`config.mk`:
```
export PLATFORM = sky130hd
export DESIGN_NAME = pipeline_hazard_ctrl
export DESIGN_NICKNAME = d
export VERILOG_FILES = /design/src/rtl/pipeline_hazard_ctrl.sv
export SDC_FILE = /design/constraint.sdc
export NUM_CORES = 1
export LEC_CHECK = 0
export ABC_AREA = 1
export CELL_PAD_IN_SITES_DETAIL_PLACEMENT = 0
export CELL_PAD_IN_SITES_GLOBAL_PLACEMENT = 1
export CORE_AREA = 2 2 71 87
export CTS_CLUSTER_SIZE = 16
export DETAILED_ROUTE_END_ITERATION = 10
export DIE_AREA = 0 0 73 89
export PLACE_DENSITY = 0.75
export SLEW_MARGIN = 15
export SYNTH_ARGS = -nofsm -noshare
export SYNTH_HDL_FRONTEND = slang
export SYNTH_SLANG_ARGS = --single-unit
```
`constraint.sdc`:
```
create_clock -name clk -period 1.9 [get_ports clk]
set_clock_uncertainty 0.1 [all_clocks]
set_input_delay 0.475 -clock clk [delete_from_list [all_inputs] [get_ports clk]]
set_output_delay 0.475 -clock clk [all_outputs]
set_load 0.01 [all_outputs]
```
`src/rtl/pipeline_hazard_ctrl.sv`:
```
// Stall/flush sequencer for the 5-stage pipeline: load-use and RAW stalls, taken-branch
// flushes, SRAM wait freezes, a memory watchdog that halts the core, and a stall counter.
module pipeline_hazard_ctrl #(
    parameter int FWD_EN      = 1,
    parameter int MEM_TIMEOUT = 64,
    parameter int CNT_W       = 16
) (
    input  logic             clk,
    input  logic             rst,
    input  logic [4:0]       id_src1,
    input  logic [4:0]       id_src2,
    input  logic             id_two_src,
    input  logic [4:0]       exe_dest,
    input  logic             exe_wb_en,
    input  logic             exe_mem_read,
    input  logic             exe_br_taken,
    input  logic [4:0]       mem_dest,
    input  logic             mem_wb_en,
    input  logic             mem_req,
    input  logic             mem_ready,
    output logic             pc_en,
    output logic             if_id_en,
    output logic             if_id_flush,
    output logic             id_exe_en,
    output logic             id_exe_flush,
    output logic             exe_mem_en,
    output logic             mem_wb_flush,
    output logic             halted,
    output logic [CNT_W-1:0] stall_cnt
);

    localparam int WC_W = $clog2(MEM_TIMEOUT) + 1;

    typedef enum logic {RUN, ERR} state_t;

    state_t            state_q, state_d;
    logic [WC_W-1:0]   wait_cnt_q, wait_cnt_d;
    logic [CNT_W-1:0]  stall_cnt_q, stall_cnt_d;

    logic hit_exe, hit_mem, raw_stall, mem_freeze, wait_expired;

    // Register 0 is hardwired, so a zero destination never matches.
    assign hit_exe = exe_wb_en && (exe_dest != 5'd0) &&
                     ((exe_dest == id_src1) || (id_two_src && (exe_dest == id_src2)));
    assign hit_mem = mem_wb_en && (mem_dest != 5'd0) &&
                     ((mem_dest == id_src1) || (id_two_src && (mem_dest == id_src2)));

    assign raw_stall    = (FWD_EN != 0) ? (hit_exe && exe_mem_read) : (hit_exe || hit_mem);
    assign mem_freeze   = (state_q == RUN) && mem_req && !mem_ready;
    assign wait_expired = (wait_cnt_q == WC_W'(MEM_TIMEOUT - 1));

    always_comb begin
        pc_en        = 1'b1;
        if_id_en     = 1'b1;
        if_id_flush  = 1'b0;
        id_exe_en    = 1'b1;
        id_exe_flush = 1'b0;
        exe_mem_en   = 1'b1;
        mem_wb_flush = 1'b0;
        if (!rst) begin
            pc_en        = 1'b0;
            if_id_en     = 1'b0;
            if_id_flush  = 1'b1;
            id_exe_en    = 1'b0;
            id_exe_flush = 1'b1;
            exe_mem_en   = 1'b0;
            mem_wb_flush = 1'b1;
        end else if (state_q == ERR) begin
            pc_en      = 1'b0;
            if_id_en   = 1'b0;
            id_exe_en  = 1'b0;
            exe_mem_en = 1'b0;
        end else if (mem_freeze) begin
            // Front of the pipe holds still, so any pending branch/RAW survives the freeze.
            pc_en        = 1'b0;
            if_id_en     = 1'b0;
            id_exe_en    = 1'b0;
            exe_mem_en   = 1'b0;
            mem_wb_flush = 1'b1;
        end else if (exe_br_taken) begin
            if_id_flush  = 1'b1;
            id_exe_flush = 1'b1;
        end else if (raw_stall) begin
            pc_en        = 1'b0;
            if_id_en     = 1'b0;
            id_exe_flush = 1'b1;
        end
    end

    always_comb begin
        state_d     = state_q;
        wait_cnt_d  = '0;
        stall_cnt_d = stall_cnt_q;
        if (state_q == RUN) begin
            if (mem_freeze) begin
                if (wait_expired) state_d = ERR;
                else              wait_cnt_d = wait_cnt_q + WC_W'(1);
            end
            if (!pc_en && (stall_cnt_q != '1)) stall_cnt_d = stall_cnt_q + CNT_W'(1);
        end
    end

    always_ff @(posedge clk or negedge rst) begin
        if (!rst) begin
            state_q     <= RUN;
            wait_cnt_q  <= '0;
            stall_cnt_q <= '0;
        end else begin
            state_q     <= state_d;
            wait_cnt_q  <= wait_cnt_d;
            stall_cnt_q <= stall_cnt_d;
        end
    end

    assign halted    = (state_q == ERR);
    assign stall_cnt = stall_cnt_q;

endmodule

```
==> run_results.csv, run 1 <==
group,metric,value,unit
timing,max_freq,512.9,MHz
cells_and_area,syn_to_final_growth,47.54,%
global_route,grt_pass1_vias,1469,
timing,setup_slack,-0.04971,ns
cells_and_area,num_antenna_cells,0,
cts,clk_pin_slew_worst_paths,0.08,ns
global_route,grt_use_total,13.22,%
global_route,antenna_found_initial,0,
cells_and_area,drive_gt1_share,27.15,%
synthesis,synth_top_area_share,37.47,%
timing,setup_viol,3,
cts,cts.htree.levels,1,
floorplanning,ios,53,
cells_and_area,num-fill-cells,590,
worst_setup_path,required,1.32,ns
floorplanning,die_h,89,um
worst_hold_path,whs_path_depth,1,
synthesis,yosys_most_used_dff,"dfrtp_1",
place,placed_area,2255,um2
cts,clock-sinks,24,
floorplanning,num_rows,30,
floorplanning,initial_core_util,28.66,%
timing,period_needed,1.950,ns
worst_setup_path,cp-end-kind,"primary output",
synthesis,synthTopCellsByArea,"dfrtp_1 (37%), nand2_1 (18%), nand3_1 (8.4%)",
timing,worst_slew_pin_slew,0.3106,ns
timing,fin_crit_sh,102.6,%
routing,antenna_left,0,
cells_and_area,final_cells,355,
cts,cts_made_buffers,3,
worst_setup_path,arrival,1.37,ns
synthesis,synth_commonest_cells,"nand2_1 (78), inv_1 (32), nand3_1 (27)",
routing,route.detailed.wl_per_inst,11.20,um
synthesis,syn_inst,230,
worst_setup_path,path_buf_inv,4,
timing,tns,-0.07381,ns
cts,cts_tree,"yes",
global_route,grtUsageMet2,23.59,%
cells_and_area,regArea,604.3,um2
routing,viasPerCell,4.530,
floorplanning,die-area,6497,um2
synthesis,syn_area_per_cell,6.969,um2
synthesis,synth_area,1603,um2
worst_setup_path,rrSetupSlack,0.20,ns
status,violations,"setup timing",
worst_setup_path,critPathTopFamily,"flip-flops",
floorplanning,die_w,73,um
global_route,grt_start_max_net_pins,25,
timing,rsz0062_at_grt,"true",
worst_hold_path,hold_class,"flip-flop to flip-flop",
synthesis,seq_area_frac_synth,37.47,%
place,gp_congestion,0.8101,
status,status,"finished, violations left",
timing,relSlewSlack,79.29,%
synthesis,ys_warn_count,0,
synthesis,yosys.cell_count.top_type,"nand2_1",
worst_setup_path,cp_max_fo,2,
synthesis,yosysTopAreaCell,"dfrtp_1",
global_route,grt_overflow,0,
place,place_inst,350,
worst_setup_path,cp_slowest_cell,"dfrtp_1",
global_route,top_usage_layer,"met2",
flow_run,cap_violations,0,
power_and_ir_drop,power,931.8,uW
global_route,grtUsageMet3,1.691,%
worst_setup_path,worst_r2r_path_depth,9,
power_and_ir_drop,leakage,0.001205,uW
worst_setup_path,r2r_start,"stall_cnt[0]$_DFFE_PN0P_",
worst_setup_path,cp_slowest_stage_delay,0.39,ns
worst_setup_path,r2r_end,"stall_cnt[8]$_DFFE_PN0P_",
routing,vias,1608,
routing,drt_iter0_markers,45,
timing,hold_violations,0,
global_route,gr-usage-met1,16.49,%
cells_and_area,fin_nets,324,
synthesis,async_flop_share,100.0,%
synthesis,synth-edff-count,0,
synthesis,synth-seq-cells,24,
cts,clk_latency,0.26,ns
cells_and_area,fin_area,2365,um2
routing,wl,3.975,mm
global_route,grt_pass1_wl,6.755,mm
place,port_buffers,46,
power_and_ir_drop,ir_drop,0.1864,mV
cts,clockBufferDepth,2,
synthesis,synth_cell_type_count,27,
cts,root_buffer,"clkbuf_8",
place,hpwl,3.049,mm
routing,drc,0,
floorplanning,design.core.area,5593,um2
power_and_ir_drop,power_density,394.0,nW/um2
timing,timing.hold.ws,0.3786,ns
synthesis,syn-num-nets,261,
timing,slew_violations,0,
cells_and_area,multiInputGateArea,909.6,um2
routing,drt_first_pass_iters,4,
worst_setup_path,critPathLaunchType,"flip-flop",
worst_hold_path,hold_start,"wait_cnt_q[0]$_DFF_PN0_",
cts,hold_buffers,0,
worst_setup_path,critPathKind,"flip-flop to primary output",
worst_setup_path,crit_chain,"inv_2 -> nand3_4 -> inv_4 -> nor2_4 -> buf_4 -> a31o_2 -> buf_6",
worst_hold_path,min_to,"wait_cnt_q[0]$_DFF_PN0_",
[timing repair]
item | in CTS | in global routing
endpoints found under the setup margin | 24 | 27
setup buffers | 2 | 0
gates resized for setup | 124 | 25
pin swaps | 26 | 18
[worst reg2reg max path: stages, from the launching register on]
cell	delay [ns]
dfrtp_1	0.37
ha_1	0.20
nand3_2	0.13
nor3_4	0.14
nand3b_1	0.12
o21ai_2	0.17
inv_4	0.13
nand2_8	0.15
nand2_1	0.07
nand2_1	0.05
[worst max path at each step]
stage / startpoint / end / cells after the start
2_1_floorplan: mem_ready / pc_en / 10
3_3_place_gp: mem_ready / if_id_flush / 9
3_5_place_dp: mem_ready / if_id_flush / 9
4_1_cts: halted$_DFF_PN0_ / id_exe_flush / 8
5_1_grt: halted$_DFF_PN0_ / id_exe_flush / 8
6_report: halted$_DFF_PN0_ / id_exe_flush / 7
[cell type report]
cell class | instances | share of cell area [%]
well taps | 64 | 3.386
repair buffers | 63 | 24.55
clock buffers | 3 | 1.746
multi-input cells | 168 | 38.47
flip-flops and latches | 24 | 25.56
inverters | 33 | 6.296
[cell families (layout without fill, tap and decap cells)]
| logic type | after synthesis | after routing | share of synthesized area (%) |
|---|---|---|---|
| xor gates and xnor gates | 16 | 16 | 8.744 |
| buffers and inverters | 38 | 99 | 9.992 |
| adders and majority gates | 2 | 2 | 1.561 |
| AOI/OAI and AO/OA | 6 | 6 | 2.498 |
| and+or+nand+nor | 144 | 144 | 39.74 |
| DFF | 24 | 24 | 37.47 |
[placed cells by master (no fill, tap or decap)]
master,netlist,final
nand3b_1,1,1
a21oi_1,1,1
clkdlybuf4s15_1,0,3
clkdlybuf4s50_1,0,15
xnor2_1,9,8
nor3_1,3,3
nand2_1,78,73
nand3_4,0,1
xnor2_2,0,1
dfrtp_1,24,21
dlymetal6s2s_1,0,3
inv_1,32,18
nand3_2,2,2
buf_8,0,2
nor2_1,23,20
and3_1,1,1
nand2_8,0,1
buf_2,2,8
nor3b_1,2,2
nor3_4,1,1
nand3_1,27,26
inv_2,1,9
nand4_1,3,3
o21ai_2,1,2
o21a_1,1,1
inv_12,0,1
dfrtp_2,0,3
clkbuf_8,0,3
dlygate4sd2_1,0,3
ha_1,2,2
xor2_1,7,7
nor2_2,1,2
buf_6,1,13
buf_4,2,16
o21ai_0,2,1
inv_4,0,5
nand2_2,1,5
nor2_4,0,2
nand2_4,1,1
a31o_2,1,1
[flip-flops by register name (all words and copies together), names as in the netlist]
name and count:
stall_cnt 16, wait_cnt_q 7, halted 1
[where the power goes]
group	internal, uW	switching [uW]
Sequential	510	0
Clock	142	155
Combinational	65.1	59.7
[through the flow]
stage | setup slack (ns) | util [%]
floorplan | -0.04301 | -
detailed placement | -1.010 | 40.31
finish | -0.04971 | 42.28
global route | -0.1262 | 42.28
CTS | -0.08349 | 41.19
global placement | -1.004 | 40.31
[per-layer routing]
| metal | vias up | routed length, um |
|---|---|---|
| met5 | - | 0 |
| met1 | 726 | 1751 |
| li1 | 842 | - |
| met2 | 35 | 2016 |
| met3 | 5 | 158 |
| met4 | 0 | 50 |
No activity file was read; power rests on OpenSTA's default activity.
==> run 2, diff against run 1 <==
--- a/config.mk
+++ b/config.mk
@@ -6,6 +6,7 @@
 export NUM_CORES = 1
 export LEC_CHECK = 0
 export ABC_AREA = 1
+export CAP_MARGIN = 20
 export CELL_PAD_IN_SITES_DETAIL_PLACEMENT = 0
 export CELL_PAD_IN_SITES_GLOBAL_PLACEMENT = 1
 export CORE_AREA = 2 2 71 87
==> results of run 2 <==
Same layout as run 1: the final DEF is identical, and so are final timing and power.
